## src/rtl/tug_score_keeper.sv

```systemverilog
// ---------------------------------------------------------------------------
// tug_score_keeper
//   Match scoreboard for the tug-of-war playfield. Turns the per-round win
//   levels into score increments (rising edge only), shows both scores on
//   active-low seven-segment digits, fires restartGame after a short holdoff
//   so the lights re-centre, and locks once either player reaches MAX_SCORE.
//
//   State table:
//     PLAY       | round in progress, waiting for a win edge
//     HOLDOFF    | winning display held, counting down before restart
//     RESTART    | restartGame asserted for this single cycle
//     MATCH_OVER | match decided, scores frozen until Reset
//
// Ports:
//   Clock        in   game clock
//   Reset        in   asynchronous active-low reset
//   left_win     in   level, left player has won the current round
//   right_win    in   level, right player has won the current round
//   left_score   out  left round count, 0..MAX_SCORE
//   right_score  out  right round count, 0..MAX_SCORE
//   HEX_L        out  active-low gfedcba digit of left_score
//   HEX_R        out  active-low gfedcba digit of right_score
//   restartGame  out  one-cycle playfield clear pulse
//   match_over   out  high once a player reaches MAX_SCORE
//   match_winner out  1 = left won the match, 0 = right (valid with match_over)
// ---------------------------------------------------------------------------
module tug_score_keeper #(
    parameter int MAX_SCORE      = 7,
    parameter int HOLDOFF_CYCLES = 4
) (
    input  logic       Clock,
    input  logic       Reset,
    input  logic       left_win,
    input  logic       right_win,
    output logic [3:0] left_score,
    output logic [3:0] right_score,
    output logic [6:0] HEX_L,
    output logic [6:0] HEX_R,
    output logic       restartGame,
    output logic       match_over,
    output logic       match_winner
);

    localparam int               CNT_W    = (HOLDOFF_CYCLES > 1) ? $clog2(HOLDOFF_CYCLES) : 1;
    localparam logic [CNT_W-1:0] CNT_LOAD = CNT_W'(HOLDOFF_CYCLES - 1);
    localparam logic [CNT_W-1:0] CNT_ONE  = CNT_W'(1);
    localparam logic [3:0]       MAX_S    = 4'(MAX_SCORE);

    typedef enum logic [1:0] {
        S_PLAY       = 2'd0,
        S_HOLDOFF    = 2'd1,
        S_RESTART    = 2'd2,
        S_MATCH_OVER = 2'd3
    } state_t;

    state_t           state_q, state_d;
    logic [3:0]       left_q, left_d;
    logic [3:0]       right_q, right_d;
    logic [CNT_W-1:0] cnt_q, cnt_d;
    logic             winner_q, winner_d;
    logic             restart_q, restart_d;
    logic             over_q, over_d;
    logic             left_prev_q, right_prev_q;
    logic             rise_l, rise_r;

    assign rise_l = left_win  & ~left_prev_q;
    assign rise_r = right_win & ~right_prev_q;

    always_comb begin
        state_d  = state_q;
        left_d   = left_q;
        right_d  = right_q;
        cnt_d    = cnt_q;
        winner_d = winner_q;
        case (state_q)
            S_PLAY: begin
                if (rise_l && rise_r) begin
                    // Tie: round is replayed without touching the scores.
                    state_d = S_HOLDOFF;
                    cnt_d   = CNT_LOAD;
                end else if (rise_l) begin
                    left_d = left_q + 4'd1;
                    if (left_d == MAX_S) begin
                        state_d  = S_MATCH_OVER;
                        winner_d = 1'b1;
                    end else begin
                        state_d = S_HOLDOFF;
                        cnt_d   = CNT_LOAD;
                    end
                end else if (rise_r) begin
                    right_d = right_q + 4'd1;
                    if (right_d == MAX_S) begin
                        state_d  = S_MATCH_OVER;
                        winner_d = 1'b0;
                    end else begin
                        state_d = S_HOLDOFF;
                        cnt_d   = CNT_LOAD;
                    end
                end
            end
            S_HOLDOFF: begin
                if (cnt_q == '0) begin
                    state_d = S_RESTART;
                end else begin
                    cnt_d = cnt_q - CNT_ONE;
                end
            end
            S_RESTART:    state_d = S_PLAY;
            S_MATCH_OVER: state_d = S_MATCH_OVER;
            default:      state_d = S_PLAY;
        endcase
    end

    // Registered flags follow the state being entered, so restartGame is high
    // exactly while the FSM sits in RESTART and match_over while in MATCH_OVER.
    assign restart_d = (state_d == S_RESTART);
    assign over_d    = (state_d == S_MATCH_OVER);

    always_ff @(posedge Clock or negedge Reset) begin
        if (!Reset) begin
            state_q      <= S_PLAY;
            left_q       <= 4'd0;
            right_q      <= 4'd0;
            cnt_q        <= '0;
            winner_q     <= 1'b0;
            restart_q    <= 1'b0;
            over_q       <= 1'b0;
            left_prev_q  <= 1'b0;
            right_prev_q <= 1'b0;
        end else begin
            state_q      <= state_d;
            left_q       <= left_d;
            right_q      <= right_d;
            cnt_q        <= cnt_d;
            winner_q     <= winner_d;
            restart_q    <= restart_d;
            over_q       <= over_d;
            left_prev_q  <= left_win;
            right_prev_q <= right_win;
        end
    end

    function automatic logic [6:0] seg7(input logic [3:0] v);
        logic [6:0] s;
        case (v)
            4'd0:    s = 7'b1000000;
            4'd1:    s = 7'b1111001;
            4'd2:    s = 7'b0100100;
            4'd3:    s = 7'b0110000;
            4'd4:    s = 7'b0011001;
            4'd5:    s = 7'b0010010;
            4'd6:    s = 7'b0000010;
            4'd7:    s = 7'b1111000;
            4'd8:    s = 7'b0000000;
            4'd9:    s = 7'b0010000;
            default: s = 7'b1111111;
        endcase
        return s;
    endfunction

    assign left_score   = left_q;
    assign right_score  = right_q;
    assign HEX_L        = seg7(left_q);
    assign HEX_R        = seg7(right_q);
    assign restartGame  = restart_q;
    assign match_over   = over_q;
    assign match_winner = winner_q;

endmodule

```

## config.mk

```make
export PLATFORM = sky130hd
export DESIGN_NAME = tug_score_keeper
export DESIGN_NICKNAME = d
export VERILOG_FILES = /design/src/rtl/tug_score_keeper.sv
export SDC_FILE = /design/constraint.sdc
export NUM_CORES = 1
export LEC_CHECK = 0
export CELL_PAD_IN_SITES_DETAIL_PLACEMENT = 1
export CELL_PAD_IN_SITES_GLOBAL_PLACEMENT = 1
export CORE_ASPECT_RATIO = 0.8
export CORE_MARGIN = 2
export CORE_UTILIZATION = 34
export DETAILED_ROUTE_END_ITERATION = 8
export PLACE_DENSITY_LB_ADDON = 0.25
export SLEW_MARGIN = 40
export SYNTH_ARGS = -nofsm -noshare
export SYNTH_HDL_FRONTEND = slang
export SYNTH_SLANG_ARGS = --single-unit
```

## constraint.sdc

```tcl
create_clock -name Clock -period 1.7 [get_ports Clock]
set_input_delay 0.34 -clock Clock [delete_from_list [all_inputs] [get_ports Clock]]
set_output_delay 0.34 -clock Clock [all_outputs]
set_load 0.01 [all_outputs]
```

==> reports/qor.csv <==
stage,metric,value,unit
clocking,clockRootBuffer,clkbuf_8,
sta,report.final.hold_viol_count,0,
global_routing,grt_use_total,24.4,%
final_layout,multi_input_area,1150,sq um
run,max-cap-violations,0,
logic_synthesis,synth.top_cell.area_share,31.4,%
global_routing,grt-ovfl-total,0,
sta,slew_viol_final,0,
final_layout,antenna_cells,0,
final_layout,drive_above_1_share,58.9,%
sta,whs,350,ps
logic_synthesis,ys_dominant_reg_cell,dfrtp_1,
final_layout,area_growth,83.3,%
logic_synthesis,synthArstFlopShare,100,%
sta,clock_skew,4.19,ps
sta,period_share,114,%
place,placedCellCount,273,
route,drc,0,
logic_synthesis,syn_avg_cell_area,8.48,sq um
logic_synthesis,ys_top_cells_by_area,"dfrtp_1, ha_1, nand2_1, nor2_1, o21ai_0",
critical_path,critical_path_arrival,1610,ps
die,die_w,74.6,microns
sta,grt_setup_unrepaired,true,
place,place_congestion,0.887,
status,violations,setup timing,
global_routing,antenna_found_initial,0,
clocking,clock_latency,260,ps
clocking,clock_path_buffers,2,
global_routing,grt_start_max_net_pins,18,
sta,final.setup.tns,-1740,ps
final_layout,nets,267,
final_layout,utilization,65.4,%
route,vias,1548,
critical_path,path_class,register to output pin,
die,core,3800,sq um
logic_synthesis,ys_ff_latch,17,
die,die_h,60.5,microns
clocking,htreeDepth,1,
final_layout,fillers,432,
die,initial_core_util,35.7,%
logic_synthesis,ys_warn_count,0,
final_layout,seqCellArea,432,sq um
sta,fmax,514,MHz
clocking,clk_pin_slew,70,ps
status,status,finished with violations,
min_path,hp-class,primary input to register,
sta,timing.final.ws_setup,-246,ps
sta,relSlewSlack,73.0,%
route,routedWlPerCell,20.4,microns
clocking,ctsHoldBuffers,0,
route,drt-initial-drc-count,72,
critical_path,crit_path_top_delay_cell,dfrtp_1,
critical_path,cp.required,1360,ps
critical_path,cpMostUsedCell,buf_6,
place,port_buffers,28,
clocking,cts_sinks,17,
clocking,tritoncts,yes,
power,vdd_ir_drop_max,0.924,mV
route,drt_pass1_iterations,5,
logic_synthesis,yosysSeqAreaShare,31.4,%
route,wirelength,6150,microns
die,rows,20,
logic_synthesis,synth_area,1360,sq um
global_routing,grt_pass1_vias,1603,
global_routing,grt_pass1_wl,8090,microns
route,vias_per_cell,5.14,
die,design.die.area,4510,sq um
critical_path,cp-end-kind,output pin,
logic_synthesis,synth-edff-count,0,
logic_synthesis,synth_nets,180,
clocking,tritoncts.num_buffers,3,
power,p_per_area,1930,nW/um^2
sta,worstMarginPinSlew,404,ps
power,p_leak,1.20,nW
critical_path,startpoint_type,register,
sta,setup_viol,17,
logic_synthesis,synth_cell_types,40,
logic_synthesis,synth_top_cell_by_area,dfrtp_1,
final_layout,layoutNonFillerInstCount,301,
route,ant_nets,0,
critical_path,worstPathCellList,buf_6 -> buf_6 -> ha_4 -> nand2_2 -> o21ai_2 -> o21ai_1 -> buf_2,
sta,period_needed,1950,ps
die,ioPinCount,29,
place,hpwl,3320,microns
critical_path,crit_path_max_fanout,2,
critical_path,max_stage_delay,410,ps
logic_synthesis,syn_inst,160,
## where the power goes
part           leakage, nW  switching (W)  total (W)  internal [W]
Combinational        0.975        0.00187    0.00371       0.00185
Sequential           0.199       0.000209   0.000765      0.000556
Clock               0.0255       0.000158   0.000321      0.000163
Total                 1.20        0.00224    0.00480       0.00256
## per-stage QoR
stage,cell area (sq um),total power (W),worst slack [ps]
2_1_floorplan,1360,0.00190,15.8
3_3_place_gp,1940,0.00320,-342
3_5_place_dp,1940,0.00336,-472
4_1_cts,2210,0.00399,-170
5_1_grt,2490,0.00510,-280
6_report,2490,0.00480,-246
## worst max-delay path: cells and delay by family (launching register included)
kind / cells / cell delay (ps)
fa+ha+maj: 1 / 150
compound gates: 2 / 280
simple gates: 1 / 60
flops: 1 / 410
buf+inv: 3 / 450
## placed cells by master, fill, tap and decap left out, drive strengths merged, types with 2 or more instances in the layout
cell / synthesis / routed
or2: 2 / 2
nand3: 3 / 3
nand4: 2 / 2
inv: 13 / 13
dlymetal6s2s: 0 / 3
nand2: 22 / 22
clkdlybuf4s50: 0 / 5
a31oi: 3 / 3
xnor2: 6 / 6
dfrtp: 17 / 17
nor2: 17 / 17
clkbuf: 3 / 4
and3: 3 / 3
nor3: 3 / 3
o21ai: 13 / 13
a21boi: 2 / 2
nand2b: 3 / 3
buf: 4 / 74
a21oi: 10 / 10
o41ai: 2 / 2
dlygate4sd2: 0 / 5
ha: 16 / 16
and3b: 3 / 3
## path summary, 6_finish.rpt
path                                   to  slack, ps  cells after the start      startpoint
setup / recovery                 HEX_R[4]       -250                      7  right_score[1]
hold / removal                left_prev_q        350                      1        left_win
setup reg to reg               state_q[1]       -130                      9  right_score[1]
hold reg to reg            right_score[3]        580                      2  right_score[3]
max in group asynchronous  right_score[0]       1060                      2           Reset
min in group asynchronous   left_score[0]        430                      2           Reset
## synthesized netlist by cell type, drive strengths merged, types with 2 or more instances
library cell  count
xnor2             6
nand2            22
or2               2
buf               4
ha               16
nand4             2
dfrtp            17
o41ai             2
a21boi            2
clkbuf            3
and3              3
a31oi             3
nor3              3
nand3             3
o21ai            13
inv              13
nor2             17
a21oi            10
nand2b            3
and3b             3
## registers in the layout, indices dropped and copies added (netlist names)
| signal | count |
|---|---|
| match_winner | 1 |
| cnt_q | 2 |
| right_score | 4 |
| left_score | 4 |
| match_over | 1 |
| left_prev_q | 1 |
| right_prev_q | 1 |
| restartGame | 1 |
| state_q | 2 |
## area by class of cell
cell class / instances / area share [%]
Multi-Input combinational cell: 123 / 46.2
Timing Repair Buffer: 89 / 29.7
Sequential cell: 17 / 17.4
Tap cell: 55 / 2.77
Inverter: 13 / 2.06
Clock buffer: 3 / 1.66
Clock inverter: 1 / 0.201
## layer usage
metal	global-route usage (%)	part of all wire, %
met1	29.7	41
met2	45.4	52
met3	3.49	3.6
met4	6.89	3.3
met5	0	0
## cell families after synthesis
kind of cell | Yosys count | share of synthesized area [%]
muxes | 1 | 0.830
adders and majority gates | 16 | 14.8
buffers and inverters | 20 | 6.83
xor gates and xnor gates | 6 | 3.87
DFF | 17 | 31.4
and+or+nand+nor | 64 | 23.2
AOI/OAI and AO/OA | 36 | 19.1
## what timing repair did
| item | CTS | global route |
|---|---|---|
| setup endpoints to repair | 25 | 23 |
| buffers inserted | 12 | 12 |
| pin swaps | 20 | 22 |
| gates resized for setup | 114 | 47 |
(Power assumes the default switching activity.)
